## config.mk

```make
export PLATFORM = sky130hd
export DESIGN_NAME = seg7_scan_driver_flat
export DESIGN_NICKNAME = d
export VERILOG_FILES = /design/src/rtl/seg7_scan_if.sv /design/src/rtl/seg7_scan_driver.sv /design/src/flat_wrapper.sv
export SDC_FILE = /design/constraint.sdc
export NUM_CORES = 1
export LEC_CHECK = 0
export CAP_MARGIN = 5
export CORE_ASPECT_RATIO = 0.7
export CORE_UTILIZATION = 48
export CTS_CLUSTER_SIZE = 30
export DETAILED_ROUTE_END_ITERATION = 8
export PLACE_DENSITY = 0.73
export SLEW_MARGIN = 10
export SYNTH_ARGS = -nofsm -noshare
export SYNTH_HDL_FRONTEND = slang
export SYNTH_SLANG_ARGS = --single-unit
```

## constraint.sdc

```tcl
create_clock -name HCLK -period 2 [get_ports HCLK]
set_input_delay 0.4 -clock HCLK [delete_from_list [all_inputs] [get_ports HCLK]]
set_output_delay 0.4 -clock HCLK [all_outputs]
set_load 0.02 [all_outputs]
```

## src/rtl/seg7_scan_if.sv

```systemverilog
// seg7_scan_if: signal bundle between the GPIO display registers and the
// seven-segment scanner.
//   value    : 4*NUM_DIGITS hex nibbles, digit k = value[4k+3:4k]
//   dp       : decimal point per digit, 1 = lit
//   digit_en : 1 = digit displayed
//   load     : strobe capturing value/dp/digit_en into the pending buffer
//   pending  : pending buffer holds uncommitted data
//   frame    : one-cycle pulse when the digit index wraps to 0
//   SEG/DP/AN: segment cathodes (bit0=a .. bit6=g), decimal point, anodes
// master = register side (drives data), slave = scanner.
interface seg7_scan_if #(
    parameter int NUM_DIGITS = 8
);
    logic [4*NUM_DIGITS-1:0] value;
    logic [NUM_DIGITS-1:0]   dp;
    logic [NUM_DIGITS-1:0]   digit_en;
    logic                    load;
    logic                    pending;
    logic                    frame;
    logic [6:0]              SEG;
    logic                    DP;
    logic [NUM_DIGITS-1:0]   AN;

    modport master (
        output value, dp, digit_en, load,
        input  pending, frame, SEG, DP, AN
    );

    modport slave (
        input  value, dp, digit_en, load,
        output pending, frame, SEG, DP, AN
    );
endinterface

```

## src/rtl/seg7_scan_driver.sv

```systemverilog
// seg7_scan_driver: time-multiplexed seven-segment scanner with a
// double-buffered display word that only commits at frame boundaries.
// Ports:
//   HCLK    : system clock
//   HRESET  : synchronous reset, active-high
//   bus     : seg7_scan_if.slave (value/dp/digit_en/load in,
//             pending/frame/SEG/DP/AN out)
// Optional build macro: SEG7_LEADING_ZERO_BLANK_EN blanks leading zero
// digits (digit 0 always shown, a lit dp keeps a digit visible).
module seg7_scan_driver #(
    parameter int NUM_DIGITS   = 8,
    parameter int PRESCALE     = 100000,
    parameter int BLANK_CYCLES = 16,
    parameter int ACTIVE_LOW   = 1
) (
    input logic       HCLK,
    input logic       HRESET,
    seg7_scan_if.slave bus
);
    localparam int PW = (PRESCALE > 2) ? $clog2(PRESCALE) : 1;
    localparam int IW = (NUM_DIGITS > 1) ? $clog2(NUM_DIGITS) : 1;
    localparam logic [PW-1:0] P_LAST  = PW'(PRESCALE - 1);
    localparam logic [PW-1:0] P_BLANK = PW'(BLANK_CYCLES);
    localparam logic [IW-1:0] I_LAST  = IW'(NUM_DIGITS - 1);
    localparam logic INV = (ACTIVE_LOW != 0);

    logic [PW-1:0] prescaler;
    logic [IW-1:0] index;
    logic          pend_q;
    logic          frame_q;

    logic [NUM_DIGITS-1:0][3:0] pb_nib, sh_nib;
    logic [NUM_DIGITS-1:0]      pb_en, sh_en;
    logic [NUM_DIGITS-1:0]      pb_dp, sh_dp;

    logic [NUM_DIGITS-1:0] an_q;
    logic [6:0]            seg_q;
    logic                  dp_q;

    logic [NUM_DIGITS-1:0] lz_blank;
    logic [NUM_DIGITS-1:0] an_n;
    logic [6:0]            seg_n;
    logic                  dp_n;

    function automatic logic [6:0] hex7(input logic [3:0] h);
        logic [6:0] s;
        case (h)
            4'h0: s = 7'h3F;
            4'h1: s = 7'h06;
            4'h2: s = 7'h5B;
            4'h3: s = 7'h4F;
            4'h4: s = 7'h66;
            4'h5: s = 7'h6D;
            4'h6: s = 7'h7D;
            4'h7: s = 7'h07;
            4'h8: s = 7'h7F;
            4'h9: s = 7'h6F;
            4'hA: s = 7'h77;
            4'hB: s = 7'h7C;
            4'hC: s = 7'h39;
            4'hD: s = 7'h5E;
            4'hE: s = 7'h79;
            default: s = 7'h71;
        endcase
        return s;
    endfunction

`ifdef SEG7_LEADING_ZERO_BLANK_EN
    // Walk from the most significant digit down; disabled digits neither
    // show nor break a run of leading zeros.
    logic zero_above;
    always_comb begin
        zero_above = 1'b1;
        lz_blank   = '0;
        for (int k = NUM_DIGITS - 1; k >= 0; k--) begin
            if (sh_en[k]) begin
                zero_above  = zero_above & (sh_nib[k] == 4'd0);
                lz_blank[k] = zero_above & ~sh_dp[k] & (k != 0);
            end
        end
    end
`else
    assign lz_blank = '0;
`endif

    // Next output values in active-high form, computed from the current
    // scan position; registered below, giving one cycle of latency.
    always_comb begin
        an_n  = '0;
        seg_n = '0;
        dp_n  = 1'b0;
        if (sh_en[index]) begin
            seg_n = hex7(sh_nib[index]);
            dp_n  = sh_dp[index];
            if (prescaler >= P_BLANK && !lz_blank[index]) begin
                an_n[index] = 1'b1;
            end
        end
    end

    always_ff @(posedge HCLK) begin
        if (HRESET) begin
            prescaler <= '0;
            index     <= '0;
            pend_q    <= 1'b0;
            frame_q   <= 1'b0;
            pb_nib    <= '0;
            pb_en     <= '0;
            pb_dp     <= '0;
            sh_nib    <= '0;
            sh_en     <= '0;
            sh_dp     <= '0;
            an_q      <= {NUM_DIGITS{INV}};
            seg_q     <= {7{INV}};
            dp_q      <= INV;
        end else begin
            frame_q <= 1'b0;
            if (prescaler == P_LAST) begin
                prescaler <= '0;
                if (index == I_LAST) begin
                    index   <= '0;
                    frame_q <= 1'b1;
                    if (pend_q) begin
                        sh_nib <= pb_nib;
                        sh_en  <= pb_en;
                        sh_dp  <= pb_dp;
                        pend_q <= 1'b0;
                    end
                end else begin
                    index <= index + IW'(1);
                end
            end else begin
                prescaler <= prescaler + PW'(1);
            end

            // Placed after the commit so a same-cycle load keeps pending set
            // while the commit still takes the old buffer contents.
            if (bus.load) begin
                pb_nib <= bus.value;
                pb_en  <= bus.digit_en;
                pb_dp  <= bus.dp;
                pend_q <= 1'b1;
            end

            an_q  <= an_n ^ {NUM_DIGITS{INV}};
            seg_q <= seg_n ^ {7{INV}};
            dp_q  <= dp_n ^ INV;
        end
    end

    assign bus.pending = pend_q;
    assign bus.frame   = frame_q;
    assign bus.SEG     = seg_q;
    assign bus.DP      = dp_q;
    assign bus.AN      = an_q;
endmodule

```

## src/flat_wrapper.sv

```systemverilog
// flat-port wrapper written by rule: the top's interface ports become plain ports
module seg7_scan_driver_flat 
#(
    parameter int NUM_DIGITS   = 8,
    parameter int PRESCALE     = 100000,
    parameter int BLANK_CYCLES = 16,
    parameter int ACTIVE_LOW   = 1
)
  (HCLK, HRESET, bus_value, bus_dp, bus_digit_en, bus_load, bus_pending, bus_frame, bus_SEG, bus_DP, bus_AN);
  seg7_scan_if #(.NUM_DIGITS(NUM_DIGITS)) bus_i ();
  input logic HCLK;
  input logic HRESET;
  input wire logic [$bits(bus_i.value)-1:0] bus_value;
  input wire logic [$bits(bus_i.dp)-1:0] bus_dp;
  input wire logic [$bits(bus_i.digit_en)-1:0] bus_digit_en;
  input wire logic [$bits(bus_i.load)-1:0] bus_load;
  output wire logic [$bits(bus_i.pending)-1:0] bus_pending;
  output wire logic [$bits(bus_i.frame)-1:0] bus_frame;
  output wire logic [$bits(bus_i.SEG)-1:0] bus_SEG;
  output wire logic [$bits(bus_i.DP)-1:0] bus_DP;
  output wire logic [$bits(bus_i.AN)-1:0] bus_AN;
  assign bus_i.value = bus_value;
  assign bus_i.dp = bus_dp;
  assign bus_i.digit_en = bus_digit_en;
  assign bus_i.load = bus_load;
  assign bus_pending = bus_i.pending;
  assign bus_frame = bus_i.frame;
  assign bus_SEG = bus_i.SEG;
  assign bus_DP = bus_i.DP;
  assign bus_AN = bus_i.AN;
  seg7_scan_driver #(.NUM_DIGITS(NUM_DIGITS), .PRESCALE(PRESCALE), .BLANK_CYCLES(BLANK_CYCLES), .ACTIVE_LOW(ACTIVE_LOW)) u_core (.HCLK(HCLK), .HRESET(HRESET), .bus(bus_i));
endmodule
```

; Word level (Yosys, flattened, before mapping)
; Memories as Yosys holds them, arrays and structs flattened. A register that Yosys moved wholly into a read port is not among the register bits.
; Cells that the tools add are included.
[totals]
n_memories = 2
out_inout_bits = 18
rom_bits = 120
ff_bits = 134
input_bits = 51
elab_cells = 69
[mem_list]
columns = name, words, word_bits, rd, rd_clocked_by_memory_dff, wr, line_no
row1 = (name not given), 16, 7, 1, 0, 0, seg7_scan_driver.sv:47  ; case (h)
row2 = (name not given), 8, 1, 1, 1, 0, seg7_scan_driver.sv:95  ; if (prescaler >= P_BLANK && !lz_blank[index]) begin
[op_classes]
n_addsub = 2
muxes = 20
n_lt_le_gt_ge = 3
reduce_logical = 9
n_eq_ne = 2
bitwise = 4
[ops]
columns = operator, n
row1 = "17-bit by 1-bit adder with 17-bit output, second input constant", 1
row2 = "17-bit == test, second input constant", 1
row3 = "17-bit by 5-bit greater-or-equal comparator with 1-bit output, second input constant", 1
row4 = 8-bit two-way mux, 2
row5 = 4-bit binary-select mux with 3-bit select, 1
row6 = 1-bit two-way mux, 9
row7 = 3-bit two-way mux, 3
row8 = 8-bit NOT, 1
row9 = 7-bit two-way mux, 1
row10 = 7-bit NOT, 1
row11 = 1-bit binary-select mux with 3-bit select, 2
row12 = "3-bit by 4-bit < comparator with 1-bit output, second input constant", 1
row13 = 4-bit two-way mux, 1
row14 = 2-bit nonzero test, 2
row15 = 2-bit OR reduction, 2
row16 = "3-bit by 1-bit adder with 3-bit output, second input constant", 1
row17 = 1-bit demux with 3-bit select, 1
row18 = "3-bit == test, second input constant", 1
row19 = "3-bit by 1-bit greater-or-equal comparator with 1-bit output, second input constant", 1
row20 = 3-bit AND reduction, 1
row21 = 1-bit logical AND, 2
row22 = 1-bit NOT, 2
row23 = 2-bit AND reduction, 1
row24 = 1-bit logical NOT, 1

; Logic depth before layout (Yosys ltp)
; Gate-level depths: netlist (run 1).
[logic_depth]
word_depth = 7
depth_mapped = 9
ltp_nobuf = 8

; Worst setup path after synthesis (run 1)
; Ideal clock, no wire load.
[synth_timing]
kind = register to register
start = register u_core.index[0]
end = register u_core.seg_q[0] (netlist: u_core.bus.SEG[0])
stages_incl_launch_ff = 9
n_path_buf = 1
slack_ns = -0.169
arrival_ns = 2.031
period_less_slack_ns = 2.169
cell_sequence = dfxtp_1 -> buf_6 -> mux4_2 -> mux2i_1 -> inv_1 -> ha_1 -> nand2b_1 -> o22ai_1 -> o21ai_1
[synth_via]
elab_chain_cells = 5
word_cells_on_any_way = 7
[synth_rtl]
columns = item, line_no
row1 = from (decl), seg7_scan_driver.sv:28  ; logic [IW-1:0] index;
row2 = from (signal assigned), seg7_scan_driver.sv:130  ; index <= index + IW'(1);
row3 = 4-bit binary-select mux with 3-bit select, seg7_scan_driver.sv:93  ; seg_n = hex7(sh_nib[index]);
row4 = 4-bit two-way mux (not written as such), seg7_scan_driver.sv:93
row5 = memory 16 x 7 bit, n/a
row6 = 7-bit two-way mux (*), seg7_scan_driver.sv:92  ; if (sh_en[index]) begin
row7 = 7-bit NOT (no line) (*), n/a
row8 = to (signal assigned), seg7_scan_driver.sv:114  ; seg_q <= {7{INV}};
row9 = to (signal assigned), seg7_scan_driver.sv:146  ; seg_q <= seg_n ^ {7{INV}};
row10 = to (decl), seg7_scan_driver.sv:37  ; logic [6:0] seg_q;
; Every way passes the cells marked *; elsewhere a longest branch is shown, timed or not. The select of a mux whose other input is x is not followed.
; A chain may end at the register's enable or synchronous reset.

; Worst setup path after layout (run 1)
[layout_timing]
start = register u_core.prescaler[11]
end = register u_core.sh_nib[30] (netlist name)
[layout_via]
elab_chain_cells = 2
[layout_rtl]
columns = item, line_no
row1 = from (decl), seg7_scan_driver.sv:27  ; logic [PW-1:0] prescaler;
row2 = from (signal assigned), seg7_scan_driver.sv:133  ; prescaler <= prescaler + PW'(1);
row3 = 17-bit == test, seg7_scan_driver.sv:118  ; if (prescaler == P_LAST) begin
row4 = 3-bit AND reduction (no line), n/a
row5 = to (signal assigned), seg7_scan_driver.sv:124  ; sh_nib <= pb_nib;
row6 = to (decl), seg7_scan_driver.sv:32  ; logic [NUM_DIGITS-1:0][3:0] pb_nib, sh_nib;
; No other way between the ends.

==> results of run 1 <==
==> stage by stage <==
stage                     setup TNS [ns]  total power [mW]
after floorplan                  -0.0302              2.98
after CTS                              0              6.13
after global placement                 0              3.12
after global routing               -4.69              6.30
final                              -1.06              6.11
after detailed placement               0              3.13
==> per-layer routing <==
layer / up-vias / track usage
li1: 2135 / -
met1: 2068 / 0.301
met2: 114 / 0.317
met3: 11 / 0.0665
met4: 0 / 0.0620
met5: - / 0
==> state kept, by name, summed over array words and instances, names as in the netlist <==
register,count
u_core.sh_en,8
u_core.pb_nib,32
u_core.bus.AN,8
u_core.pb_en,8
u_core.prescaler,17
u_core.bus.DP,1
u_core.bus.pending,1
u_core.bus.frame,1
u_core.sh_nib,32
u_core.index,3
u_core.pb_dp,8
u_core.sh_dp,8
u_core.bus.SEG,7
==> cells by family (layout without fill, tap and decap cells) <==
logic type,after synthesis,after routing
AOI/OAI and AO/OA,69,69
xor gates and xnor gates,15,15
adders and majority gates,10,10
buffers and inverters,47,144
DFF,134,134
muxes,72,72
and+or+nand+nor,235,235
==> area by class of cell <==
| cell class | instances | share of cell area |
|---|---|---|
| Multi-Input combinational cell | 401 | 0.375 |
| Sequential cell | 134 | 0.364 |
| Timing Repair Buffer | 102 | 0.152 |
| Clock buffer | 20 | 0.0604 |
| Tap cell | 153 | 0.0259 |
| Clock inverter | 12 | 0.0176 |
| Inverter | 10 | 0.00508 |
==> worst max-delay path: cells and delay by family, from the launching register on <==
family	cells	cell delay, ns
flops	1	0.32
simple gates	4	1.23
compound gates	1	0.12
buf+inv	2	0.31
==> cell usage in the layout (no fill, tap or decap), drive strengths merged, types with 7 or more instances in the layout <==
master         netlist  routed
a21oi               52      52
ha                  10      10
mux4                 7       7
xnor2                7       7
buf                 20      31
clkdlybuf4s50        0      66
nor2                73      73
xor2                 8       8
mux2i               61      61
dfxtp              134     134
nand3               14      14
nor4                 7       7
nand2              116     116
clkbuf              17      24
inv                 10      10
==> worst max-delay path by stage <==
stage / start / endpoint / slack, ns / depth (start not counted)
after floorplan: u_core.index[0]$_SDFFE_PP0N_ / u_core.bus.SEG[0]$_SDFF_PP1_ / -0.03 / 8
after global placement: u_core.index[1]$_SDFFE_PP0N_ / u_core.bus.SEG[0]$_SDFF_PP1_ / 0.02 / 8
after detailed placement: u_core.index[0]$_SDFFE_PP0N_ / u_core.bus.SEG[4]$_SDFF_PP1_ / 0.03 / 6
after CTS: u_core.index[1]$_SDFFE_PP0N_ / u_core.bus.SEG[0]$_SDFF_PP1_ / 0.01 / 8
after global routing: u_core.prescaler[11]$_SDFF_PP0_ / u_core.sh_en[1]$_SDFFE_PP0P_ / -0.13 / 7
final: u_core.prescaler[11]$_SDFF_PP0_ / u_core.sh_nib[30]$_SDFFE_PP0P_ / -0.05 / 7
==> power groups by stage <==
stage / clock, mW / sequential [mW] / combinational (mW)
floorplan: 0 / 2.82 / 0.153
CTS: 3.05 / 2.78 / 0.293
finish: 3.03 / 2.78 / 0.296
global placement: 0 / 2.84 / 0.282
global route: 3.19 / 2.79 / 0.323
detailed placement: 0 / 2.84 / 0.292
==> what timing repair did <==
item / in CTS / in global routing
resized for setup: 0 / 57
setup buffers: 0 / 3
endpoints found under the hold margin: 0 / 0
endpoints found under the setup margin: 0 / 54
==> out/qor_table.md, run 1 <==
| Metric | Value |
|---|---|
| Final standard cell utilization of the core | 0.667 |
| Endpoint with the worst hold slack | u_core.index[0]$_SDFFE_PP0N_ |
| Final worst clock skew | 0.0100 ns |
| Routed length on met3 | 631 um |
| Largest fanout on the critical path | 7 |
| Transition time of the tightest slew-check pin | 0.448 ns |
| Total track usage | 0.215 |
| Number of antenna-violating nets in the routed design | 0 |
| Highest-delay cell along the critical path | sky130_fd_sc_hd__or4_4 |
| Setup slack of the worst register-to-register path | -0.05 ns |
| Max-Cap Viols | 0 |
| Capturing point of the worst reg2reg path | u_core.sh_nib[30]$_SDFFE_PP0P_ |
| Number of enable-type register cells in the synthesized netlist | 0 |
| Violations in the final reports | setup timing |
| Maximum single-stage delay on the critical path | 0.53 ns |
| Initial antenna violation count | 0 |
| Sequential-to-total area share from yosys stat | 0.486 |
| PD cells | 826 nW/um2 |
| Cell chosen for the clock root | sky130_fd_sc_hd__clkbuf_16 |
| First-pass GRT wire length | 19.8 mm |
| Library cell occupying the most area in the post-synthesis netlist | sky130_fd_sc_hd__dfxtp_1 |
| Quantity of hold-fixing buffers added after cts | 0 |
| Type of the worst setup path | reg2reg |
| Insertion delay of the later-clocked pin in the worst-skew pair | 0.42 ns |
| Number of DRC markers in iteration 0 | 315 |
| Area of the die | 11900 um2 |
| Final hold slack | 0.294 ns |
| Routed wire length | 12.6 mm |
| Number of H-tree branching levels | 4 |
| RSZ-0062 raised after global routing | yes |
| Hold Fails Final Rpt | 0 |
| Maximum count of clock buffers along a single path | 2 |
| Worst ir drop on vdd | 0.000602 V |
| Number of antenna repair diodes | 0 |
| Internal power | 4.76 mW |
| Routed vias | 4328 |
| Number of pins exceeding their max-slew limit in the final report | 0 |
| Clock Pin Slew Worst Setup and Hold Paths | 0.06 ns |
| Logic pwr share | 0.048 |
| Net Count, Synth | 643 |
| Post-synth top area share | 0.486 |
| Top metal layer carrying routed signals | met4 |
| FF-to-FF path depth | 7 |
| Synth Warn # | 0 |
| Detailed-placement wirelength estimate | 7.86 mm |
| Mean Syn Cell Area | 9.48 um2 |
| Worst Path Required | 2.35 ns |
| Count of buffers from port buffering | 68 |
| Shortest period the worst path allows | 2.05 ns |
| Effective utilization at floorplan | 0.497 |
| Main combinational cell family by area after synthesis | simple AND/OR/NAND/NOR gates |
| Register area | 2690 um2 |
| Crit-path cells | or4_4, nor4_4, and4_4, buf_12, clkbuf_16, nand2_2, a21oi_2 |
| Fmax | 0.488 GHz |
| Commonest register cell after synthesis | sky130_fd_sc_hd__dfxtp_1 |
| Mux contribution to synthesized area | 0.147 |
| Via count of the first global-routing pass | 4075 |
| Power spent charging and discharging nets | 1.35 mW |
| Kind of capture point of the worst setup path | flip-flop |
| Leakage Power | 2.87 nW |
| Max transition margin | 0.701 |
| Startpoint of the most critical register-to-register path | u_core.prescaler[11]$_SDFF_PP0_ |
| Top post-synthesis cells by area | sky130_fd_sc_hd__dfxtp_1 (49%), sky130_fd_sc_hd__mux2i_1 (11%), sky130_fd_sc_hd__nand2_1 (6.5%) |
| Number of flip-flops and latches in the synthesized netlist | 134 |
| Ports | 69 |
| Share of the cycle needed by the critical path after routing | 1.02 |
| Hold Path Class | in2reg |
| Routed length per placed instance | 15.1 um |
| Height of the die | 91.7 um |
| Final routed DRC violation total | 0 |
| Cell area after layout | 7390 um2 |
| Row Count | 32 |
| Wire length on met2 | 5.73 mm |
| Number of buffers added by the clock tree synthesis step | 17 |
| Area growth, synth to finish | 34.1% |
| Vias per inst | 5.20 |
| Status | complete, but fails checks |
| Critical hold path startpoint | HRESET |
| Area used by multi-input combinational logic | 2770 um2 |
| Cell variety after synth | 43 |
| Post-synthesis cell area | 5520 um2 |
| Simple-gate share of the synthesized area | 0.193 |
| Met1 routed wirelength after detailed routing | 6.09 mm |
| CTS tree | built |
| Switching share of total power | 0.221 |
| Most instantiated library cell after synthesis | sky130_fd_sc_hd__dfxtp_1 |
| Critical path data arrival time | 2.40 ns |
| Largest net degree at the start of global routing | 90 |
| Fraction of synthesized cell area in xor and xnor cells | 0.0238 |
| Minimum setup slack after placement | 0.0284 ns |
| Share of post-route cells with drive strength above 1 | 0.246 |
| Minimum setup slack in the final design | -0.0500 ns |
| Fraction of the mapped netlist area in adder cells | 0.0227 |
| Std-Cell Core Area | 11100 um2 |
| Element type at the critical path start | flip-flop |
| Hold path cells | 2 |
| Number of standard cells after synthesis | 582 |
| Aggregate global routing overflow | 0 |
| TritonRoute pass-1 iters | 4 |
| Nets | 727 |
| Part of the total power dissipated in the clock network | 0.496 |
| Most numerous cell types in the synthesized netlist | sky130_fd_sc_hd__dfxtp_1 (134), sky130_fd_sc_hd__nand2_1 (96), sky130_fd_sc_hd__nor2_1 (73) |
| Number of filler cells placed in the layout | 847 |
| Async SR Flop Fraction | 0 |
| Share of power burned in registers | 0.456 |
| Count of clock tree sinks | 134 |
| Horizontal die dimension | 130 um |
| Post-synthesis compound-gate area fraction | 0.0830 |
| Total of endpoints with negative setup slack in the final report | 43 |
| Non-Filler Instances | 832 |
| Global placement routability congestion | 0.840 |
| Post-detailed-placement cell area | 6460 um2 |
| Post-placement cell count | 791 |
Power figures use the tool's default switching activity.
==> run 2: changes to the inputs <==
--- a/config.mk
+++ b/config.mk
@@ -5,13 +5,13 @@
 export SDC_FILE = /design/constraint.sdc
 export NUM_CORES = 1
 export LEC_CHECK = 0
+export ABC_AREA = 0
 export CAP_MARGIN = 5
 export CORE_ASPECT_RATIO = 0.7
-export CORE_UTILIZATION = 48
+export CORE_UTILIZATION = 50
 export CTS_CLUSTER_SIZE = 30
 export DETAILED_ROUTE_END_ITERATION = 8
-export PLACE_DENSITY = 0.73
-export SLEW_MARGIN = 10
+export PLACE_DENSITY = 0.76
 export SYNTH_ARGS = -nofsm -noshare
 export SYNTH_HDL_FRONTEND = slang
 export SYNTH_SLANG_ARGS = --single-unit
==> run 2 against run 1 <==
  * The run still ends with setup timing left
  * Clock skew shrank 0.00070 ns
  * Combinational power is essentially flat
  * Cell area grew 4.5%
  * Wire length grew 17%
  * Critical path depth shrank 1
  * Register-to-register slack lost 0.09 ns
  * Non-clock buffer count grew 6
  * First-iteration DRC count grew 2.5%
  * Power grew 0.64%
  * Fmax shrank 4.1%
  * Clock power is essentially flat
  * Sequential share of layout area shrank 1.6 points
  * Critical endpoint is now u_core.sh_nib[23]$_SDFFE_PP0P_
  * Highest routed layer unchanged
==> out/qor_table.md, run 2 (synthesis results as in run 1) <==
| Metric | Value | Change |
|---|---|---|
| FF-to-FF path depth | 6 | -1 |
| Post-detailed-placement cell area | 6420 um2 | -0.72% |
| TritonRoute pass-1 iters | 5 | +1 |
| Hold Fails Final Rpt | 0 | unchanged |
| Largest net degree at the start of global routing | 50 | -44% |
| Power, Total | 6.15 mW | +0.64% |
| Power spent charging and discharging nets | 1.32 mW | -2.0% |
| Type of the worst setup path | reg2reg |  |
| Effective utilization at floorplan | 0.523 | +0.0255 |
| Fmax | 0.468 GHz | -4.1% |
| Commonest non-fill, non-tap cell in the layout | sky130_fd_sc_hd__dfxtp_1 |  |
| Count of buffers from port buffering | 68 | unchanged |
| Global placement routability congestion | 0.800 | -4.8% |
| Commonest cells after routing, fill and taps aside | sky130_fd_sc_hd__dfxtp_1 (130), sky130_fd_sc_hd__nor2_1 (73), sky130_fd_sc_hd__clkdlybuf4s50_1 (66), sky130_fd_sc_hd__mux2i_1 (60) |  |
| Maximum single-stage delay on the critical path | 0.54 ns | about the same |
| Violations in the final reports | setup timing |  |
| Number of pins exceeding their max-slew limit in the final report | 0 | unchanged |
| Status | complete, but fails checks |  |
| CTS tree | built |  |
| Post-placement cell count | 784 | -0.88% |
| Cell area after layout | 7730 um2 | +4.5% |
| Max transition margin | 0.586 | -0.115 |
| Number of DRC markers in iteration 0 | 323 | +2.5% |
| Total of endpoints with negative setup slack in the final report | 46 | +7.0% |
| Leakage Power | 3.03 nW | +5.5% |
| Height of the die | 89.9 um | -2.0% |
| Initial antenna violation count | 0 | unchanged |
| Internal power | 4.82 mW | +1.4% |
| Critical path data arrival time | 2.47 ns | +0.07 ns |
| Element type at the critical path start | flip-flop |  |
| Count of clock tree sinks | 134 | unchanged |
| First-pass GRT wire length | 19.3 mm | -2.3% |
| Top Registers | u_core.pb_nib (32), u_core.sh_nib (32), u_core.prescaler (17) |  |
| Hold path cells | 2 | unchanged |
| Logic pwr share | 0.049 | about the same |
| Share of power burned in registers | 0.454 | -0.002 |
| Endpoint with the worst hold slack | u_core.sh_dp[6]$_SDFFE_PP0P_ |  |
| Ports | 69 | unchanged |
| Routed wire length | 14.7 mm | +17% |
| Horizontal die dimension | 128 um | -2.0% |
| Maximum count of clock buffers along a single path | 2 | unchanged |
| Part of the total power dissipated in the clock network | 0.497 | about the same |
| PD cells | 795 nW/um2 | -3.7% |
| Vias per inst | 5.46 | +4.9% |
| Setup slack of the worst register-to-register path | -0.14 ns | -0.09 ns |
| Cell chosen for the clock root | sky130_fd_sc_hd__clkbuf_16 |  |
| Critical hold path startpoint | HRESET |  |
| Switching share of total power | 0.215 | -0.00572 |
| Quantity of hold-fixing buffers added after cts | 0 | unchanged |
| Final hold slack | 0.254 ns | -0.0396 ns |
| Routed length per placed instance | 17.7 um | +17% |
| Clock Pin Slew Worst Setup and Hold Paths | 0.05 ns | about the same |
| Transition time of the tightest slew-check pin | 0.620 ns | +0.172 ns |
| Final routed DRC violation total | 0 | unchanged |
| Number of antenna-violating nets in the routed design | 0 | unchanged |
| Minimum setup slack in the final design | -0.137 ns | -0.0874 ns |
| Shortest period the worst path allows | 2.14 ns | +0.0874 ns |
| Via count of the first global-routing pass | 3921 | -3.8% |
| Largest fanout on the critical path | 9 | +2 |
| Insertion delay of the later-clocked pin in the worst-skew pair | 0.42 ns | about the same |
| Highest-delay cell along the critical path | sky130_fd_sc_hd__or4_4 |  |
| Total track usage | 0.215 | -0.000750 |
| Nets | 733 | +0.83% |
| Number of antenna repair diodes | 0 | unchanged |
| Final standard cell utilization of the core | 0.733 | +0.0659 |
| Capturing point of the worst reg2reg path | u_core.sh_nib[23]$_SDFFE_PP0P_ |  |
| Crit-path cells | or4_4, nor4_4, and4_4, buf_12, nand2_1, a21oi_2 |  |
| Number of H-tree branching levels | 4 | unchanged |
| Worst ir drop on vdd | 0.000726 V | +21% |
| Aggregate global routing overflow | 0 | unchanged |
| Kind of capture point of the worst setup path | flip-flop |  |
| Share of the cycle needed by the critical path after routing | 1.07 | +0.0437 |
| Final worst clock skew | 0.00931 ns | -0.000697 ns |
| RSZ-0062 raised after global routing | yes |  |
| Number of buffers added by the clock tree synthesis step | 17 | unchanged |
| Max-Cap Viols | 0 | unchanged |
| Routed vias | 4540 | +4.9% |
| Startpoint of the most critical register-to-register path | u_core.prescaler[14]$_SDFF_PP0_ |  |
| Area of the die | 11500 um2 | -3.9% |
| Non-Filler Instances | 832 | unchanged |
| Summed negative setup slack over all endpoints | -1.74 ns | -0.682 ns |
| Number of filler cells placed in the layout | 696 | -18% |
| Minimum setup slack after placement | -0.0251 ns | -0.0536 ns |
| Row Count | 31 | -3.1% |
| Share of post-route cells with drive strength above 1 | 0.308 | +0.0625 |
| Hold Path Class | in2reg |  |
| Std-Cell Core Area | 10600 um2 | -4.9% |
| Worst Path Required | 2.34 ns | about the same |
| Area growth, synth to finish | 40.2% |  |
| Detailed-placement wirelength estimate | 8.00 mm | +1.8% |
[run 2: cell count changes in the layout (fill, tap and decap cells not counted), sizes merged]
| cell | delta |
|---|---|
| buf | +4 |
| inv | +1 |
| clkinvlp | -4 |
| clkbuf | +7 |
| clkinv | -2 |
| clkdlybuf4s15 | -1 |
[run 2: final cells by class]
type | instances | area [um2] | share of cell area
multi-input combinational | 401 | 3040 | 0.394
sequential | 134 | 2690 | 0.348
timing repair buffer | 108 | 1190 | 0.154
clock buffer | 24 | 482 | 0.0623
tap | 148 | 185 | 0.0240
clock inverter | 7 | 95.1 | 0.0123
inverter | 10 | 37.5 | 0.00486
[run 2: repair_timing]
item / CTS / global route
setup endpoints to repair: 3 / 53
gates resized for setup: 1 / 127
pin swaps: 1 / 41
setup buffers: 0 / 6
cloned: 0 / 11
[run 2: power by group through the flow]
stage | registers (mW) | clock network (mW) | logic [mW]
after floorplan | 2.82 | 0 | 0.153
after global placement | 2.84 | 0 | 0.279
after detailed placement | 2.84 | 0 | 0.288
after CTS | 2.78 | 3.06 | 0.291
after global routing | 2.79 | 3.20 | 0.323
final | 2.79 | 3.06 | 0.299
[run 2: layer usage]
layer  routed length [um]  global-route usage  share of wire
met3                  751              0.0542          0.051
met1                 6760               0.300           0.46
met5                    0                   0              0
met4                  279              0.0774          0.019
met2                 6910               0.320           0.47
[run 2: critical path: cells and delay by family, from the launching register on]
family | cells | cell delay (ns)
AND/OR/NAND/NOR | 4 | 1.36
flip-flops | 1 | 0.32
buffers and inverters | 1 | 0.17
AO/OA/AOI/OAI | 1 | 0.20
[run 2: how the worst max path moves through the flow]
| stage | start | endpoint | depth (start not counted) |
|---|---|---|---|
| after floorplan | u_core.index[0]$_SDFFE_PP0N_ | u_core.bus.SEG[0]$_SDFF_PP1_ | 8 |
| after global placement | u_core.index[0]$_SDFFE_PP0N_ | u_core.bus.SEG[0]$_SDFF_PP1_ | 7 |
| after detailed placement | u_core.index[1]$_SDFFE_PP0N_ | u_core.bus.SEG[3]$_SDFF_PP1_ | 8 |
| after CTS | u_core.prescaler[14]$_SDFF_PP0_ | u_core.sh_dp[6]$_SDFFE_PP0P_ | 6 |
| after global routing | u_core.prescaler[14]$_SDFF_PP0_ | u_core.sh_nib[23]$_SDFFE_PP0P_ | 6 |
| final | u_core.prescaler[14]$_SDFF_PP0_ | u_core.sh_nib[23]$_SDFFE_PP0P_ | 6 |
==> run 3: changes to the inputs <==
--- a/config.mk
+++ b/config.mk
@@ -5,7 +5,6 @@
 export SDC_FILE = /design/constraint.sdc
 export NUM_CORES = 1
 export LEC_CHECK = 0
-export ABC_AREA = 0
 export CAP_MARGIN = 5
 export CORE_ASPECT_RATIO = 0.7
 export CORE_UTILIZATION = 50
==> results of run 3 <==
Same layout as run 2: the final DEF is identical, and so are final timing and power.
